<file path="config.mk">
export PLATFORM = sky130hd
export DESIGN_NAME = ai_opponent_predictive
export DESIGN_NICKNAME = d
export VERILOG_FILES = /design/src/rtl/ai_pkg.sv /design/src/rtl/ai_intercept_calc.sv /design/src/rtl/ai_opponent_predictive.sv
export SDC_FILE = /design/constraint.sdc
export NUM_CORES = 1
export LEC_CHECK = 0
export CAP_MARGIN = 10
export CELL_PAD_IN_SITES_DETAIL_PLACEMENT = 2
export CELL_PAD_IN_SITES_GLOBAL_PLACEMENT = 2
export CORE_AREA = 4 4 139 174
export CTS_CLUSTER_DIAMETER = 200
export DETAILED_ROUTE_END_ITERATION = 7
export DIE_AREA = 0 0 143 178
export GPL_TIMING_DRIVEN = 0
export PLACE_DENSITY_LB_ADDON = 0.1
export SLEW_MARGIN = 20
export SYNTH_ARGS = -nofsm -noshare
export SYNTH_HDL_FRONTEND = slang
export SYNTH_HIERARCHICAL = 1
export SYNTH_SLANG_ARGS = --single-unit
export TNS_END_PERCENT = 1
</file>
<file path="constraint.sdc">
create_clock -name clk_0 -period 16 [get_ports clk_0]
set_input_delay 3.2 -clock clk_0 [delete_from_list [all_inputs] [get_ports clk_0]]
set_output_delay 3.2 -clock clk_0 [all_outputs]
set_load 0.01 [all_outputs]
</file>
<file path="src/rtl/ai_pkg.sv">
`default_nettype none
// ============================================================================
// Module      : ai_pkg
// Description : Shared types and elaboration-time helpers for the predictive
//               AI paddle: FSM state enum, playfield reflection bounds
//               (YL/YH), paddle prescaler limit and counter width helpers.
// Revision    : 1.0 - initial release
// ============================================================================
package ai_pkg;

    typedef enum logic [2:0] {
        S_RETURN  = 3'd0,
        S_REACT   = 3'd1,
        S_PREDICT = 3'd2,
        S_TRACK   = 3'd3
    } ai_state_t;

    // Lowest legal ball-centre y (top wall reflection line).
    function automatic int yl_of(input int ball_size);
        return ball_size / 2;
    endfunction

    // Highest legal ball-centre y (bottom wall reflection line).
    function automatic int yh_of(input int v_video, input int ball_size);
        return v_video - ball_size / 2;
    endfunction

    // Clock cycles per 1px paddle step; never below 1.
    function automatic int unsigned psc_limit_of(input int unsigned clk_hz,
                                                 input int unsigned speed);
        int unsigned v;
        v = (speed == 0) ? clk_hz : clk_hz / speed;
        return (v == 0) ? 32'd1 : v;
    endfunction

    // Reaction delay in clock cycles; 64-bit product so real pixel clocks
    // with half-second delays do not overflow. Never below 1.
    function automatic int unsigned react_cycles_of(input int unsigned clk_hz,
                                                    input int unsigned ms);
        longint unsigned v;
        v = (64'(ms) * 64'(clk_hz)) / 64'd1000;
        return (v == 0) ? 32'd1 : 32'(v);
    endfunction

    // Width of a counter that runs 0 .. n-1.
    function automatic int cnt_width_of(input int unsigned n);
        return (n <= 2) ? 1 : $clog2(n);
    endfunction

    localparam int          c_yl_default        = yl_of(16);
    localparam int          c_yh_default        = yh_of(480, 16);
    localparam int unsigned c_psc_limit_default = psc_limit_of(25_175_000, 600);

endpackage : ai_pkg
`default_nettype wire

</file>
<file path="src/rtl/ai_intercept_calc.sv">
`default_nettype none
// ============================================================================
// Module      : ai_intercept_calc
// Description : Intercept prediction datapath. On i_start it snapshots the
//               ball, projects the centre to the paddle face along a 45-deg
//               path, then folds it back into the field with one wall
//               reflection per cycle (max 4, then clamp). Finally applies
//               the aim offset and clamps the paddle-centre target.
// Ports       : clk_0, rst       clock / sync active-high reset
//               i_en             0 freezes all state
//               i_flush          abort any calculation in flight
//               i_start          1-cycle request, samples ball/aim/offset
//               i_ball_x/y/ydir  ball top-left and vertical direction
//               i_aim_neg        1: subtract offset, 0: add
//               i_offset         aim error magnitude in px
//               o_done           1-cycle pulse, o_target valid
//               o_target         paddle-centre target y
// Revision    : 1.0 - initial release
// ============================================================================
module ai_intercept_calc
    import ai_pkg::*;
#(
    parameter int V_VIDEO       = 480,
    parameter int PDL_HEIGHT    = 96,
    parameter int BALL_SIZE     = 16,
    parameter int PADDLE_FACE_X = 608
) (
    input  logic       clk_0,
    input  logic       rst,
    input  logic       i_en,
    input  logic       i_flush,
    input  logic       i_start,
    input  logic [9:0] i_ball_x,
    input  logic [9:0] i_ball_y,
    input  logic       i_ydir,
    input  logic       i_aim_neg,
    input  logic [7:0] i_offset,
    output logic       o_done,
    output logic [9:0] o_target
);

    localparam logic signed [11:0] c_yl        = 12'(yl_of(BALL_SIZE));
    localparam logic signed [11:0] c_yh        = 12'(yh_of(V_VIDEO, BALL_SIZE));
    localparam logic signed [11:0] c_yl2       = 12'(2 * yl_of(BALL_SIZE));
    localparam logic signed [11:0] c_yh2       = 12'(2 * yh_of(V_VIDEO, BALL_SIZE));
    localparam logic signed [11:0] c_tmin      = 12'(PDL_HEIGHT / 2);
    localparam logic signed [11:0] c_tmax      = 12'(V_VIDEO - PDL_HEIGHT / 2);
    localparam logic signed [11:0] c_face      = 12'(PADDLE_FACE_X);
    localparam logic signed [11:0] c_half_ball = 12'(BALL_SIZE / 2);
    localparam logic [9:0]         c_tgt_rst   = 10'(V_VIDEO / 2);
    localparam logic [2:0]         c_max_iter  = 3'd4;

    logic signed [11:0] r_y;
    logic [2:0]         r_iter;
    logic               r_busy;
    logic               r_done;
    logic               r_aim_neg;
    logic [7:0]         r_offset;
    logic [9:0]         r_target;

    logic signed [11:0] w_cx, w_cy, w_dx, w_adx, w_y0;
    logic signed [11:0] w_refl, w_ylim, w_off, w_aimed, w_tgt;
    logic               w_hi, w_lo;

    always_comb begin
        w_cx  = $signed({2'b00, i_ball_x}) + c_half_ball;
        w_cy  = $signed({2'b00, i_ball_y}) + c_half_ball;
        w_dx  = c_face - w_cx;
        w_adx = w_dx[11] ? -w_dx : w_dx;
        // 45-degree travel: vertical distance equals horizontal distance.
        w_y0  = i_ydir ? (w_cy + w_adx) : (w_cy - w_adx);

        w_hi   = (r_y > c_yh);
        w_lo   = (r_y < c_yl);
        w_refl = w_hi ? (c_yh2 - r_y) : (c_yl2 - r_y);
        // Only differs from r_y when the iteration bound ran out.
        w_ylim = w_hi ? c_yh : (w_lo ? c_yl : r_y);

        w_off   = $signed({4'b0000, r_offset});
        w_aimed = r_aim_neg ? (w_ylim - w_off) : (w_ylim + w_off);
        if (w_aimed < c_tmin) begin
            w_tgt = c_tmin;
        end else if (w_aimed > c_tmax) begin
            w_tgt = c_tmax;
        end else begin
            w_tgt = w_aimed;
        end
    end

    always_ff @(posedge clk_0) begin
        if (rst) begin
            r_y       <= '0;
            r_iter    <= '0;
            r_busy    <= 1'b0;
            r_done    <= 1'b0;
            r_aim_neg <= 1'b0;
            r_offset  <= '0;
            r_target  <= c_tgt_rst;
        end else if (i_flush) begin
            r_iter <= '0;
            r_busy <= 1'b0;
            r_done <= 1'b0;
        end else if (i_en) begin
            r_done <= 1'b0;
            if (i_start) begin
                r_y       <= w_y0;
                r_iter    <= '0;
                r_busy    <= 1'b1;
                r_aim_neg <= i_aim_neg;
                r_offset  <= i_offset;
            end else if (r_busy) begin
                if ((!w_hi && !w_lo) || (r_iter == c_max_iter)) begin
                    r_target <= 10'(w_tgt);
                    r_done   <= 1'b1;
                    r_busy   <= 1'b0;
                end else begin
                    r_y    <= w_refl;
                    r_iter <= r_iter + 3'd1;
                end
            end
        end
    end

    assign o_done   = r_done;
    assign o_target = r_target;

endmodule : ai_intercept_calc
`default_nettype wire

</file>
<file path="src/rtl/ai_opponent_predictive.sv">
`default_nettype none
// ============================================================================
// Module      : ai_opponent_predictive
// Description : CPU paddle for the Pong engine. Waits a reaction delay once
//               the ball approaches, predicts the wall-bounced intercept at
//               the paddle face, then steps the paddle 1px per prescaler
//               period toward it (or back to mid-screen between volleys).
// Config      : AI_REPREDICT_EN - when defined, a live ydir change in TRACK
//               reruns the prediction with a fresh snapshot (aim sign kept).
// Ports       : clk_0, rst               clock / sync active-high reset
//               ball_x, ball_y           ball top-left position
//               ball_xdir, ball_ydir     1 = right / 1 = down
//               reset_game               recentre paddle, abort volley
//               ball_missed              ball left the field
//               diff_mode                00 adaptive, 01 easy, 10 hard, 11 idle
//               score_p1, score_p2       player / AI score
//               ai_ypos                  paddle top y
//               predict_valid            intercept available this volley
//               ai_state                 FSM state for debug
// Revision    : 1.0 - initial release
// ============================================================================
module ai_opponent_predictive
    import ai_pkg::*;
#(
    parameter int CLK_HZ        = 25_175_000,
    parameter int V_VIDEO       = 480,
    parameter int PDL_HEIGHT    = 96,
    parameter int BALL_SIZE     = 16,
    parameter int PADDLE_FACE_X = 608,
    parameter int SIDE_RIGHT    = 1,
    parameter int SPEED         = 600,
    parameter int REACTION_MS   = 500,
    parameter int MIN_OFF       = 0,
    parameter int MAX_OFF       = 48,
    parameter int BASE_OFF      = 6,
    parameter int SCALE         = 3,
    parameter int SCORE_W       = 4
) (
    input  logic               clk_0,
    input  logic               rst,
    input  logic [9:0]         ball_x,
    input  logic [9:0]         ball_y,
    input  logic               ball_xdir,
    input  logic               ball_ydir,
    input  logic               reset_game,
    input  logic               ball_missed,
    input  logic [1:0]         diff_mode,
    input  logic [SCORE_W-1:0] score_p1,
    input  logic [SCORE_W-1:0] score_p2,
    output logic [9:0]         ai_ypos,
    output logic               predict_valid,
    output logic [2:0]         ai_state
);

    localparam int unsigned c_psc_limit = psc_limit_of(CLK_HZ, SPEED);
    localparam int unsigned c_react_cyc = react_cycles_of(CLK_HZ, REACTION_MS);
    localparam int          c_psc_w     = cnt_width_of(c_psc_limit);
    localparam int          c_react_w   = cnt_width_of(c_react_cyc);

    localparam logic [c_psc_w-1:0]   c_psc_last   = c_psc_w'(c_psc_limit - 1);
    localparam logic [c_react_w-1:0] c_react_last = c_react_w'(c_react_cyc - 1);
    localparam logic [9:0]           c_home_y     = 10'(V_VIDEO / 2 - PDL_HEIGHT / 2);
    localparam logic [9:0]           c_half_pdl   = 10'(PDL_HEIGHT / 2);
    localparam logic [9:0]           c_centre     = 10'(V_VIDEO / 2);
    localparam logic [9:0]           c_ymax       = 10'(V_VIDEO - PDL_HEIGHT);
    localparam logic                 c_side       = (SIDE_RIGHT != 0);
    localparam logic [5:0]           c_lfsr_seed  = 6'b000001;

    ai_state_t              r_state, w_next;
    logic [c_react_w-1:0]   r_react_cnt;
    logic [c_psc_w-1:0]     r_psc;
    logic [5:0]             r_lfsr;
    logic                   r_aim_neg;
    logic                   r_pred_start;
    logic                   r_pv;
    logic [9:0]             r_ypos;

    logic                   w_rst_any;
    logic                   w_run;
    logic                   w_approach;
    logic                   w_tick;
    logic [10:0]            w_centre;
    logic [9:0]             w_goal;
    logic                   w_move_en;
    logic                   w_calc_done;
    logic                   w_calc_flush;
    logic [9:0]             w_target;
    logic [7:0]             w_offset;
    logic [31:0]            w_sdiff, w_scaled, w_raw, w_adapt;

`ifdef AI_REPREDICT_EN
    logic                   r_ydir_prev;
`endif

    assign w_rst_any  = rst || reset_game;
    assign w_run      = (diff_mode != 2'b11);
    assign w_approach = (ball_xdir == c_side) && !ball_missed;
    assign w_tick     = (r_psc == c_psc_last);
    assign w_centre   = {1'b0, r_ypos} + {1'b0, c_half_pdl};

    // ---------------- aim error magnitude ----------------
    // Score gap is taken as a magnitude first, and the trailing-AI branch
    // saturates at zero, so nothing wraps regardless of score values.
    always_comb begin
        w_sdiff  = (score_p2 >= score_p1) ? 32'(score_p2 - score_p1)
                                          : 32'(score_p1 - score_p2);
        w_scaled = w_sdiff * 32'(SCALE);
        if (score_p2 > score_p1) begin
            w_raw = 32'(BASE_OFF) + w_scaled;
        end else if (score_p1 > score_p2) begin
            w_raw = (w_scaled >= 32'(BASE_OFF)) ? 32'd0 : (32'(BASE_OFF) - w_scaled);
        end else begin
            w_raw = 32'(BASE_OFF);
        end
        if (w_raw < 32'(MIN_OFF)) begin
            w_adapt = 32'(MIN_OFF);
        end else if (w_raw > 32'(MAX_OFF)) begin
            w_adapt = 32'(MAX_OFF);
        end else begin
            w_adapt = w_raw;
        end
        case (diff_mode)
            2'b01:   w_offset = 8'(MAX_OFF);
            2'b10:   w_offset = 8'(MIN_OFF);
            default: w_offset = 8'(w_adapt);
        endcase
    end

    // ---------------- FSM: state register ----------------
    always_ff @(posedge clk_0) begin
        if (w_rst_any) begin
            r_state <= S_RETURN;
        end else if (w_run) begin
            r_state <= w_next;
        end
    end

    // ---------------- FSM: next state ----------------
    always_comb begin
        w_next = r_state;
        if (!w_approach) begin
            w_next = S_RETURN;
        end else begin
            case (r_state)
                S_RETURN:  w_next = S_REACT;
                S_REACT:   if (r_react_cnt == c_react_last) w_next = S_PREDICT;
                S_PREDICT: if (w_calc_done) w_next = S_TRACK;
                S_TRACK: begin
`ifdef AI_REPREDICT_EN
                    if (ball_ydir != r_ydir_prev) w_next = S_PREDICT;
`endif
                end
                default:   w_next = S_RETURN;
            endcase
        end
    end

    // ---------------- FSM: outputs (movement goal) ----------------
    always_comb begin
        w_goal    = c_centre;
        w_move_en = 1'b0;
        case (r_state)
            S_TRACK: begin
                w_goal    = w_target;
                w_move_en = 1'b1;
            end
            S_RETURN: begin
                w_goal    = c_centre;
                w_move_en = 1'b1;
            end
            default: ;
        endcase
    end

    // ---------------- sequential datapath ----------------
    always_ff @(posedge clk_0) begin
        if (rst) begin
            r_lfsr <= c_lfsr_seed;
        end else begin
            r_lfsr <= {r_lfsr[4:0], r_lfsr[5] ^ r_lfsr[4]};
        end
    end

    always_ff @(posedge clk_0) begin
        if (w_rst_any) begin
            r_react_cnt  <= '0;
            r_psc        <= '0;
            r_aim_neg    <= 1'b0;
            r_pred_start <= 1'b0;
            r_pv         <= 1'b0;
            r_ypos       <= c_home_y;
        end else if (w_run) begin
            r_react_cnt <= ((r_state == S_REACT) && (w_next == S_REACT))
                           ? (r_react_cnt + c_react_w'(1)) : '0;
            // Prescaler free-runs across state changes so an aborted volley
            // keeps the step cadence.
            r_psc <= w_tick ? '0 : (r_psc + c_psc_w'(1));

            if ((r_state == S_RETURN) && (w_next == S_REACT)) begin
                r_aim_neg <= r_lfsr[5];
            end

            r_pred_start <= (w_next == S_PREDICT) && (r_state != S_PREDICT);

            if (w_next == S_RETURN) begin
                r_pv <= 1'b0;
            end else if ((r_state == S_PREDICT) && (w_next == S_TRACK)) begin
                r_pv <= 1'b1;
            end

            if (w_tick && w_move_en) begin
                if ((w_centre < {1'b0, w_goal}) && (r_ypos < c_ymax)) begin
                    r_ypos <= r_ypos + 10'd1;
                end else if ((w_centre > {1'b0, w_goal}) && (r_ypos != 10'd0)) begin
                    r_ypos <= r_ypos - 10'd1;
                end
            end
        end
    end

`ifdef AI_REPREDICT_EN
    always_ff @(posedge clk_0) begin
        if (w_rst_any) begin
            r_ydir_prev <= ball_ydir;
        end else if (w_run) begin
            r_ydir_prev <= ball_ydir;
        end
    end
`endif

    // The calculator is only live while PREDICT is current.
    assign w_calc_flush = w_rst_any || (r_state != S_PREDICT);

    ai_intercept_calc #(
        .V_VIDEO       (V_VIDEO),
        .PDL_HEIGHT    (PDL_HEIGHT),
        .BALL_SIZE     (BALL_SIZE),
        .PADDLE_FACE_X (PADDLE_FACE_X)
    ) u_calc (
        .clk_0     (clk_0),
        .rst       (rst),
        .i_en      (w_run),
        .i_flush   (w_calc_flush),
        .i_start   (r_pred_start),
        .i_ball_x  (ball_x),
        .i_ball_y  (ball_y),
        .i_ydir    (ball_ydir),
        .i_aim_neg (r_aim_neg),
        .i_offset  (w_offset),
        .o_done    (w_calc_done),
        .o_target  (w_target)
    );

    assign ai_ypos       = r_ypos;
    assign predict_valid = r_pv;
    assign ai_state      = r_state;

endmodule : ai_opponent_predictive
`default_nettype wire

</file>
### Word level (Yosys, flattened, before mapping)

Cells that the tools add are included.
W data, S select, Z words.

| storage, ports and cells | value |
|---|---|
| flip-flop bits (word level) | 98 |
| bits of input ports | 36 |
| output and inout port bits | 14 |
| word-level logic and storage cells | 135 |

| cells by class | value |
|---|---|
| add/sub/neg operators | 20 |
| multiply operators | 1 |
| $lt $le $gt $ge | 13 |
| eq/ne operators | 14 |
| muxes and demuxes | 39 |
| bitwise gates (word level) | 3 |
| reduce and logical (&&, ||, !) cells | 30 |

Operators by type and width:

| cell | count |
|---|---|
| $mux W32 | 4 |
| $mux W12 | 9 |
| $mux W10 | 5 |
| $add A3 B32 Y32 const A | 1 |
| $ge A32 B3 Y1 const B | 1 |
| $gt A32 B6 Y1 const B | 1 |
| $lt A32 B1 Y1 const B | 1 |
| $mul A32 B2 Y32 const B | 1 |
| $sub A3 B32 Y32 const A | 1 |
| $add A24 B1 Y24 const B | 1 |
| $eq A24 B24 Y1 const B | 1 |
| $gt A12 B10 Y1 const B | 2 |
| $mux W24 | 1 |
| $sub A11 B12 Y12 const A | 2 |
| $add A10 B4 Y11 const B | 2 |
| $mux W3 | 6 |
| $add A16 B1 Y16 const B | 1 |
| $eq A16 B16 Y1 const B | 1 |
| $mux W16 | 1 |
| $mux W8 | 2 |
| $pmux W8 S2 | 1 |
| $add A12 B12 Y12 | 1 |
| $add A12 B9 Y12 | 1 |
| $eq A3 B2 Y1 const B | 4 |
| other kinds (37) | 69 |

### Longest topological paths before layout

| logic depth | value |
|---|---|
| depth in word-level cells | 11 |
| depth in mapped cells | 27 |
| gate-level depth less buffers | 26 |

### Hierarchy

The synthesis kept the hierarchy.

Modules (own cells, without submodules):

| module | times used | cells each | area each (µm²) | seq. area each (µm²) |
|---|---|---|---|---|
| ai_opponent_predictive | 1 | 591 | 4807.1 | 1241.2 |
| ai_intercept_calc | 1 | 554 | 4072.7 | 720.7 |

### Worst setup path after synthesis

No wires, ideal clock.

| timing path | value |
|---|---|
| path type | in2reg |
| start point | input port score_p1[2] |
| end point | register u_calc.r_offset[2] |
| setup time | 0.070 ns |
| arrival | 8.027 ns |
| required time | 15.930 ns |
| setup slack | 7.903 ns |
| stages | 21 |
| path buffers | 1 |
| cell sequence | inv_1 -> ha_1 -> buf_2 -> o21a_1 -> o21a_1 -> nor2_1 -> mux2_2 -> ha_1 -> fa_1 -> xnor2_1 -> nand2_1 -> or2_2 -> nand2b_1 -> ha_1 -> or4_1 -> nor4b_1 -> o21a_1 -> o211ai_1 -> a2111oi_2 -> nand2_1 -> a21oi_1 |

| on the way | value |
|---|---|
| longest elaborated chain between the ends | 11 |
| elaborated cells between the ends (all ways) | 18 |
| classes of those cells | add/sub (4); mul (1); order compare (6); mux (7) |

RTL lines:

| what | RTL line | source |
|---|---|---|
| start: declaration | ai_opponent_predictive.sv:48 | `input logic [SCORE_W-1:0] score_p1,` |
| $sub A4 B4 Y5, or another cell as far along | ai_opponent_predictive.sv:106 | `: 32'(score_p1 - score_p2);` |
| $mux W32 | ai_opponent_predictive.sv:105 | `w_sdiff = (score_p2 >= score_p1) ? 32'(score_p2 - score_p1)` |
| $mul A32 B2 Y32 | ai_opponent_predictive.sv:107 | `w_scaled = w_sdiff * 32'(SCALE);` |
| $sub A3 B32 Y32 / $ge A32 B3 Y1 (equally long branches) | ai_opponent_predictive.sv:111 | `w_raw = (w_scaled >= 32'(BASE_OFF)) ? 32'd0 : (32'(BASE_OFF) - w_scaled);` |
| $mux W32 | ai_opponent_predictive.sv:111 |  |
| $mux W32 | ai_opponent_predictive.sv:110 | `end else if (score_p1 > score_p2) begin` |
| $mux W32 (*) | ai_opponent_predictive.sv:108 | `if (score_p2 > score_p1) begin` |
| $gt A32 B6 Y1 | ai_opponent_predictive.sv:117 | `end else if (w_raw > 32'(MAX_OFF)) begin` |
| $mux W8 | ai_opponent_predictive.sv:117 |  |
| $mux W8 (*) | ai_opponent_predictive.sv:115 | `if (w_raw < 32'(MIN_OFF)) begin` |
| $pmux W8 S2 (*) | ai_opponent_predictive.sv:122 | `case (diff_mode)` |
| net w_offset[2] | ai_opponent_predictive.sv:88 | `logic [7:0] w_offset;` |
| end signal: assignment | ai_intercept_calc.sv:110 | `r_offset <= i_offset;` |
| end: declaration | ai_intercept_calc.sv:58 | `logic [7:0] r_offset;` |

The timed path passes the listed nets; every way through them passes the cells marked *.
A chain may end at the register's enable or synchronous reset.

### Final worst setup path

| timing path | value |
|---|---|
| start point | input port score_p1[1] |
| end point | register u_calc.r_offset[2] |

The elaborated chain is that of the path after synthesis.

==> flow_summary.ini <==
[run_status]
status = complete, no violations

[synth]
synthAdderAreaFrac = 0.140
synth_compound_area_frac = 0.199
synth_cell_type_count = 95
async_flop_share = 0
synth_edf_count = 0
synth-xor-area-share = 0.104
syn_inst = 1145
ys.flop_type = dfxtp_1
syn_area_sq_um = 8880
synth_seq_cells = 98
ys_warn_count = 6
synth_top_family_by_area = simple AND/OR/NAND/NOR gates
yosys.area_share.simple = 0.266
seq_area_frac_synth = 0.221
synth_mux_area_frac = 0.0266
postSynthAreaPerCell_sq_um = 7.76

[floorplan]
start_util = 0.397
core_sq_um = 22400
rows = 61
io_pins = 50
die_w_um = 143
die_y_um = 178
dieArea_sq_um = 25500

[worst_setup_path]
slowest_delay_ps = 560
r2r_cells = 18
crit_chain = clkdlybuf4s50_1 > inv_1 > ha_1 > nor2b_1 > o21a_1 > nor2_1 > mux2_2 > ha_1 > fa_1 > xnor2_1 > nand2_1 > or2_2 > nand2b_1 > ha_1 > or4_1 > nor4b_1 > o21a_1 > o211ai_1 > a2111oi_2 > nand2_1 > a21oi_1
cp_num_cells = 21
path_buf_inv = 2
start_kind = input pin
worstSetupPathType = in2reg
crit_required_ps = 16290
crit_slowest_cell = xnor2_1
worstPathMaxFanout = 8
crit_family = simple AND/OR/NAND/NOR gates
end_kind = flop
cpMostUsedCell = ha_1
critPathArrivalTime_ps = 9400

[cells_and_area]
syn_to_final_growth_pct = 12.5
final_common_cell = nor2_1
final_cells = 1491
diodes = 0
drive_above_1_share = 0.0522
layout_common_cells = 146 x nor2_1, 116 x nand2_1, 98 x dfxtp_1
fillers = 2642
final_nets = 1334

[placement]
dp_hpwl_mm = 21.4
io_buffer_count = 46
routabilityCongestion = 0.912
placed_cells = 1475

[clock_tree]
cts_tree = built
cts.clk_slew.worst_paths_ps = 70
postCtsSetupRepairBufs = 0
clk_latency_ps = 360
cts_buffers = 9
cts_resized = 0
hold_buffers = 0
cts-root-buf = clkbuf_16
clock-sinks = 98
clk_path_buf_depth = 2
h-tree-depth = 3

[run]
max-cap-violations = 0

[power]
vdd_drop_max_mv = 0.0560
p_leak_nw = 3.81
p_per_area_nw_per_um2 = 72.4

[sta]
setup_viol = 0
period_needed_ps = 9110
finClkSkew_ps = 12.2
hold-worst-slack_ps = 452
rsz0062_at_grt = no
finalCritPeriodShare = 0.569
relSlewSlack = 0.411
hold_violations = 0
max_slew.worst_pin.slew_ps = 880
setup_tns_ps = 0
fmax_mhz = 110
final_max_slew_viol_count = 0

[grt]
grt_max_degree = 20
grt.total_usage = 0.211
grt_pass1_vias = 9266
grt-ovfl-total = 0
grt_first_pass_wirelength_mm = 44.7
antenna_found_initial = 0

[detailed_routing]
vias = 8468
wl_per_cell_um = 17.6
dr.pass1.iters = 4
drc_errors = 0
viasPerCell = 5.68
drtAntennaViolNets = 0
first_iter_violations = 204
wirelength_mm = 26.3

[worst_hold_path]
hold_depth = 2
hp-class = reg2reg
[cell type report]
class                           count  area (sq um)  share of cell area
Sequential cell                    98          1960               0.196
Timing Repair Buffer               46           460              0.0461
Clock buffer                        9           225              0.0225
Clock inverter                      7          67.6             0.00676
Buffer                             38           178              0.0178
Inverter                           55           206              0.0207
Tap cell                          283           354              0.0354
Multi-Input combinational cell    955          6540               0.654
[synthesized netlist by cell type, types with 4 or more instances]
cell / number / area (sq um)
or3_1: 10 / 62.6
nor2b_1: 21 / 131
a211o_1: 4 / 35.0
a21o_1: 14 / 105
buf_2: 4 / 20.0
nor2_1: 146 / 548
and2_1: 12 / 75.1
a211oi_1: 9 / 67.6
clkbuf_1: 28 / 105
a21oi_1: 70 / 350
and3b_1: 4 / 35.0
nand4b_1: 6 / 52.6
mux2_2: 5 / 56.3
nor4b_1: 7 / 61.3
and3_1: 16 / 100
a31oi_1: 18 / 113
ha_1: 89 / 1110
o21bai_1: 6 / 45.0
o22ai_1: 4 / 25.0
nor3b_1: 9 / 67.6
fa_1: 6 / 120
o21ai_1: 9 / 45.0
nand4_1: 11 / 68.8
o21a_1: 9 / 67.6
nor4_1: 9 / 56.3
o41ai_1: 4 / 35.0
mux2i_1: 18 / 180
buf_6: 4 / 45.0
o21ai_0: 43 / 215
nand3_1: 32 / 160
or2_2: 10 / 62.6
nor3_1: 29 / 145
dfxtp_1: 98 / 1960
inv_1: 54 / 203
or4_1: 4 / 30.0
nand2b_1: 8 / 50.1
and4_1: 4 / 35.0
nand2_1: 116 / 435
o211ai_1: 6 / 45.0
xor2_1: 46 / 403
xnor2_1: 59 / 517
a22oi_1: 6 / 45.0
[registers in the layout, indices dropped and copies added (netlist names), 3 cells and up]
name	flops
r_psc	16
u_calc/r_iter	3
ai_ypos	10
ai_state	3
r_react_cnt	24
u_calc/o_target	10
r_lfsr	6
u_calc/r_y	12
u_calc/r_offset	8
[routing by layer]
layer | global-route usage | vias to the layer above | routed length (um)
li1 | - | 4182 | -
met1 | 0.229 | 4189 | 10800
met2 | 0.429 | 71 | 14700
met3 | 0.0182 | 26 | 387
met4 | 0.0495 | 0 | 346
met5 | 0 | - | 0
[logic make-up (layout without fill, tap and decap cells)]
family	count (synthesis)	count (layout)
adder cells (fa/ha/maj)	96	96
AND/OR/NAND/NOR	472	472
other	1	2
buffers and inverters	93	155
multiplexers	23	23
AO/OA/AOI/OAI	257	257
flip-flops	98	98
XOR/XNOR	105	105
[path summary, 6_finish.rpt]
check                                           to  slack (ps)               start
worst max-delay path            u_calc/r_offset[2]        6890         score_p1[1]
worst min-delay path            u_calc/o_target[3]         450  u_calc/o_target[3]
worst max register to register          ai_ypos[8]       10560         ai_state[0]
worst min register to register  u_calc/o_target[3]         450  u_calc/o_target[3]
[tightest hold or removal path: stages (launching register included)]
cell,delay (ps)
dfxtp_1,310
nand2_1,50
o21ai_1,50
[report_power, final]
part	switching, mW	total (mW)	internal (mW)
Combinational	0.152	0.258	0.106
Sequential	0.000650	0.245	0.245
Clock	0.110	0.220	0.110
Total	0.263	0.724	0.461
[through the flow]
step	utilization	total power, mW	cell area, sq um	setup slack [ps]
global route	0.447	0.778	9990	6390
global placement	0.434	0.499	9700	6680
finish	0.447	0.724	9990	6890
CTS	0.447	0.734	9990	6840
detailed placement	0.434	0.511	9700	6470
floorplan	-	0.442	8880	7900
Note: power is estimated with default switching activity, not from simulation.
==> RTL change 1 (same settings) <==
Add an input register stage for `diff_mode`; this delays it by one clock. The other inputs are not delayed to match.
--- a/src/rtl/ai_opponent_predictive.sv
+++ b/src/rtl/ai_opponent_predictive.sv
@@ -66,6 +66,12 @@
     localparam logic                 c_side       = (SIDE_RIGHT != 0);
     localparam logic [5:0]           c_lfsr_seed  = 6'b000001;
 
+    logic [1:0] diff_mode_q;
+
+    always_ff @(posedge clk_0) begin
+        diff_mode_q <= diff_mode;
+    end
+
     ai_state_t              r_state, w_next;
     logic [c_react_w-1:0]   r_react_cnt;
     logic [c_psc_w-1:0]     r_psc;
@@ -93,7 +99,7 @@
 `endif
 
     assign w_rst_any  = rst || reset_game;
-    assign w_run      = (diff_mode != 2'b11);
+    assign w_run      = (diff_mode_q != 2'b11);
     assign w_approach = (ball_xdir == c_side) && !ball_missed;
     assign w_tick     = (r_psc == c_psc_last);
     assign w_centre   = {1'b0, r_ypos} + {1'b0, c_half_pdl};
@@ -119,7 +125,7 @@
         end else begin
             w_adapt = w_raw;
         end
-        case (diff_mode)
+        case (diff_mode_q)
             2'b01:   w_offset = 8'(MAX_OFF);
             2'b10:   w_offset = 8'(MIN_OFF);
             default: w_offset = 8'(w_adapt);
Behaviour: not the same (Yosys sat finds a counterexample within 4 cycles, from zero or initial values and one cycle with rst high).
==> RTL change 1 against the unedited design <==
Routed wire length down 0.63%. Count of clock-buffer cells in the layout rose by 1. Register-to-register slack better by 0.58 ns. Cell count decreased by 0.20%. Fmax fell by 1.3%. Worst setup slack lost 0.12 ns. Synthesized cell count shrank 0.26%. Sequential cell count increased by 2. Final area up 1.4%. Clock skew up 0.00096 ns. Area after synthesis grew 1.5%. Power up 5.3%. Critical path depth did not move. Largest cell class unchanged. Largest power group unchanged.
==> RTL change 1: results (changes against the unedited design) <==
Placement
  • Half-perimeter wire length after detailed placement: 21100 um (-1.2%)
  • Placer congestion estimate: 0.843 (-7.5%)
  • IO Port Bufs: 46 (unchanged)

Worst hold path
  • Worst Hold End: r_lfsr[2]
  • HP Start: r_lfsr[1]
  • Min-Delay Path Depth: 1 (-1)
  • Kind of path behind the tightest hold check: register to register

Route
  • Initial detailed-routing violation count: 239 (+17%)
  • DR vias/cell: 5.68 (about the same)
  • Total Routed Length: 26100 um (-0.63%)
  • Number of detailed-route iterations in the first pass: 4 (unchanged)

Worst setup path
  • Slowest cell delay on critical path: 0.67 ns (+0.11 ns)
  • Critical R2R Capture: ai_ypos[9]
  • Arrival @ worst endpoint: 9.52 ns (+0.12 ns)
  • Crit-path slowest cell: sky130_fd_sc_hd__or4b_2
  • Number of cells on the worst reg-to-reg path: 20 (+2)
  • Maximum fanout along the worst path: 8 (unchanged)
  • FF-to-FF Start: ai_state[1]
  • Register-to-Register Setup Slack: 11.14 ns (+0.58 ns)

STA
  • Clock Skews: 0.0131 ns (+0.000956 ns)
  • Slew Limit Headroom: 0.504 (+0.0924)

Power and ir drop
  • Static Leak: 0.00382 uW (+0.28%)
  • Peak VDD IR: 0.0907 mV (+62%)

Global route
  • Number of global-route vias before repair: 9342 (+0.82%)
  • Global-route wire length before repair: 45000 um (+0.71%)
  • Global-route usage over all layers: 0.212 (+0.00127)
  • Largest net degree at the start of global routing: 19 (-5.0%)

Run status
  • Status: completed

Synth
  • Ys async rst share: 0 (unchanged)
  • Synth unique cells: 106 (+12%)
  • Sequential element share of the synthesized area: 0.222 (+0.00107)
  • Ranking of synthesized cells by area: sky130_fd_sc_hd__dfxtp_1 22%, sky130_fd_sc_hd__ha_1 12%, sky130_fd_sc_hd__nor2_1 6.0%
  • Synth Warn #: 6 (unchanged)
  • Most common library cells after synthesis: 145 x sky130_fd_sc_hd__nor2_1, 100 x sky130_fd_sc_hd__dfxtp_1, 99 x sky130_fd_sc_hd__nand2_1

Cells and area
  • Final net count: 1331 (-0.22%)
  • Number of fill cells: 2618 (-0.91%)
  • Fraction of layout instances using a drive strength above 1: 0.0639 (+0.0117)

Clock tree
  • # resized after CTS: 0 (unchanged)
  • Post-CTS Setup Inserts: 0 (unchanged)
-- RTL change 1: where the power goes --
part	total (uW)	switching, uW	internal (uW)
Clock	222	109	113
Combinational	289	169	121
Sequential	251	0.863	250
Total	762	278	484
-- RTL change 1: area by class of cell --
class	count	area share
clock inverters	6	0.00531
flip-flops and latches	100	0.198
inverters	59	0.0219
repair buffers	46	0.0455
well taps	283	0.0350
plain buffers	38	0.0195
multi-input cells	946	0.652
clock buffers	10	0.0236
-- RTL change 1: cells by family (layout without fill, tap and decap cells) --
logic type	count (synthesis)	after routing	synth area share
xor+xnor	102	102	0.0999
flops	100	100	0.222
compound gates	259	259	0.203
other cells	1	2	0.000416
mux	19	19	0.0215
fa+ha+maj	96	96	0.138
buf+inv	97	159	0.0465
simple gates	468	468	0.269
-- RTL change 1: worst max-delay path: cells and delay by family --
kind                     cells  cell delay (ns)
AO/OA/AOI/OAI                5             1.11
adder cells (fa/ha/maj)      4             1.19
multiplexers                 1             0.44
AND/OR/NAND/NOR              8             2.42
XOR/XNOR                     1             0.52
buffers and inverters        2             0.65
-- RTL change 1: metal layers --
layer	wire length, um	up-vias	track usage	share of wire
met1	11000	4158	0.237	0.42
met5	0	-	0	0
met2	14200	89	0.418	0.54
li1	-	4165	-	-
met3	545	35	0.0236	0.021
met4	450	0	0.0551	0.017
-- RTL change 1: metrics by stage --
| step | worst slack [ns] | utilization | std cells | hold WS, ns | instance area (um2) |
|---|---|---|---|---|---|
| 4_1_cts | 6.72 | 0.453 | 1488 | 0.452 | 10100 |
| 3_5_place_dp | 6.36 | 0.440 | 1472 | 0.436 | 9840 |
| 6_report | 6.77 | 0.453 | 1488 | 0.447 | 10100 |
| 5_1_grt | 6.34 | 0.453 | 1488 | 0.467 | 10100 |
| 3_3_place_gp | 6.50 | 0.440 | 1472 | 0.419 | 9840 |
| 2_1_floorplan | 7.61 | - | 1143 | 0.414 | 9020 |
-- RTL change 1: how the worst max path moves through the flow --
stage,from,to
6_report,score_p1[1],u_calc/r_offset[1]
3_3_place_gp,score_p1[1],u_calc/r_offset[1]
3_5_place_dp,score_p1[1],u_calc/r_offset[1]
4_1_cts,score_p1[1],u_calc/r_offset[1]
5_1_grt,score_p1[1],u_calc/r_offset[1]
2_1_floorplan,score_p1[1],u_calc/r_offset[2]
==> RTL change 2 (config.mk and constraints unchanged) <==
Made on the original files. The parameter `CLK_HZ` goes from 25_175_000 to 50_350_000.
--- a/src/rtl/ai_opponent_predictive.sv
+++ b/src/rtl/ai_opponent_predictive.sv
@@ -22,7 +22,7 @@
 module ai_opponent_predictive
     import ai_pkg::*;
 #(
-    parameter int CLK_HZ        = 25_175_000,
+    parameter int CLK_HZ        = 50_350_000,
     parameter int V_VIDEO       = 480,
     parameter int PDL_HEIGHT    = 96,
     parameter int BALL_SIZE     = 16,
Behaviour: no difference found for any inputs over 4 cycles, from zero or initial values and one cycle with rst high; that may be too few to reach the edited logic, so the function may still have changed.
==> RTL change 2 against the unedited design <==
Power is 2.5% higher. Worst setup slack better by 0.029 ns. First-iteration DRC count is 29% higher. Sequential power is 2% higher. Sequential share of layout area is 0.30 points higher. Final area is 0.49% higher. Sequential cell count is 2 higher. Routed wire length is 2.2% higher. Area after synthesis is 0.63% higher. Clock skew is 0.0029 ns lower. Global-route usage is 0.55 points higher. Register-to-register slack better by 0.07 ns. Die area stayed put.
==> RTL change 2: results (changes against the unedited design) <==
Cells and area
  • Number of fill cells: 2602 (-1.5%)
  • Layout multi-input combinational cell count: 959 (+0.42%)
  • Area fraction of clock buffers and clock inverters: 0.0284 (-0.000890)
  • Sequential cell count: 100 (+2.0%)
  • Fraction of area in non-clock buffers: 0.0636 (-0.000310)
  • Non-clock buffer count in the final layout: 85 (+1.2%)
  • Flip-flop and latch area: 2000 um2 (+2.0%)
  • Clock buf count: 11 (+2)
  • Fraction of layout instances using a drive strength above 1: 0.0577 (+0.00556)
  • Non-Clock Inverter Count: 53 (-3.6%)
  • Share of cell area taken by multi-input logic gates: 0.654 (-0.000811)
  • Final net count: 1338 (+0.30%)
  • Top Registers: r_react_cnt (25), r_psc (17), u_calc/r_y (12)

Synth
  • Ys async rst share: 0 (unchanged)
  • Most common library cells after synthesis: 153 x sky130_fd_sc_hd__nor2_1, 110 x sky130_fd_sc_hd__nand2_1, 100 x sky130_fd_sc_hd__dfxtp_1
  • Sequential element share of the synthesized area: 0.224 (+0.00309)
  • Synth unique cells: 97 (+2.1%)
  • Ranking of synthesized cells by area: sky130_fd_sc_hd__dfxtp_1 22%, sky130_fd_sc_hd__ha_1 12%, sky130_fd_sc_hd__nor2_1 6.4%

STA
  • Clock Skews: 0.00933 ns (-0.00286 ns)
  • Actual transition at the worst max-transition pin: 0.741 ns (-0.139 ns)

Worst hold path
  • HP Start: r_lfsr[0]
  • Worst Hold End: r_lfsr[1]
  • Min-Delay Path Depth: 1 (-1)

Route
  • Initial detailed-routing violation count: 263 (+29%)
  • Number of detailed-route iterations in the first pass: 7 (+3)
  • Routed length per instance: 18.0 um (+1.8%)
  • DR vias/cell: 5.70 (+0.41%)

Worst setup path
  • Register-to-Register Setup Slack: 10.63 ns (+0.07 ns)
  • Number of cells on the worst reg-to-reg path: 16 (-2)
  • Crit-path slowest cell: sky130_fd_sc_hd__clkdlybuf4s50_1
  • Critical R2R Capture: ai_ypos[9]
  • Maximum fanout along the worst path: 8 (unchanged)
  • Arrival @ worst endpoint: 9.36 ns (-0.04 ns)
  • Slowest cell delay on critical path: 0.53 ns (-0.03 ns)

Placement
  • Placer congestion estimate: 0.816 (-10%)
  • Worst setup slack after placement: 6.49 ns (+0.0245 ns)
  • Half-perimeter wire length after detailed placement: 21300 um (-0.48%)
  • IO Port Bufs: 46 (unchanged)

Global route
  • Number of global-route vias before repair: 9195 (-0.77%)
  • Global-route wire length before repair: 45300 um (+1.4%)
  • Global-route usage over all layers: 0.216 (+0.00554)
  • Largest net degree at the start of global routing: 19 (-5.0%)

Clock tree
  • Clock latency on the worst-skew pair: 0.36 ns (about the same)
  • Clock Root Buffer: sky130_fd_sc_hd__clkbuf_16
  • Clock-pin slew on the worst setup and hold paths: 0.07 ns (about the same)

Power and ir drop
  • Peak VDD IR: 0.0655 mV (+17%)
  • Static Leak: 0.00379 uW (-0.47%)

Run status
  • Status: completed
## RTL change 2: cells by family (layout without fill, tap and decap cells)
group,after synthesis,count (layout),share of synthesized area
AOI/OAI and AO/OA,253,253,0.196
xor gates and xnor gates,106,106,0.104
adders and majority gates,95,95,0.138
buffers and inverters,92,154,0.0421
DFF,100,100,0.224
muxes,18,18,0.0204
other,1,2,0.000420
and+or+nand+nor,485,485,0.275
## RTL change 2: metrics by stage
step	area [um2]	cells	hold slack (ns)
after floorplan	8940	1151	0.414
after global placement	9750	1480	0.419
after detailed placement	9750	1480	0.440
after CTS	10000	1496	0.457
after global routing	10000	1496	0.470
final	10000	1496	0.450
## RTL change 2: metal layers
metal / up-vias / GRT usage / wire length, um
met5: - / 0 / 0
met4: 0 / 0.0729 / 595
met3: 36 / 0.0156 / 391
met2: 78 / 0.424 / 14600
met1: 4201 / 0.242 / 11300
li1: 4216 / - / -
## RTL change 2: power breakdown
part / switching (uW) / internal, uW
logic: 167 / 106
registers: 0.569 / 250
clock network: 107 / 112
## RTL change 2: worst max-delay path by stage
stage | start | endpoint | slack, ns | depth (start not counted)
2_1_floorplan | score_p1[1] | u_calc/r_offset[0] | 7.94 | 22
3_3_place_gp | score_p1[1] | u_calc/r_offset[0] | 6.70 | 25
3_5_place_dp | score_p1[1] | u_calc/r_offset[0] | 6.49 | 25
4_1_cts | score_p1[1] | u_calc/r_offset[0] | 6.87 | 25
5_1_grt | score_p1[1] | u_calc/r_offset[1] | 6.31 | 24
6_report | score_p1[1] | u_calc/r_offset[0] | 6.92 | 25
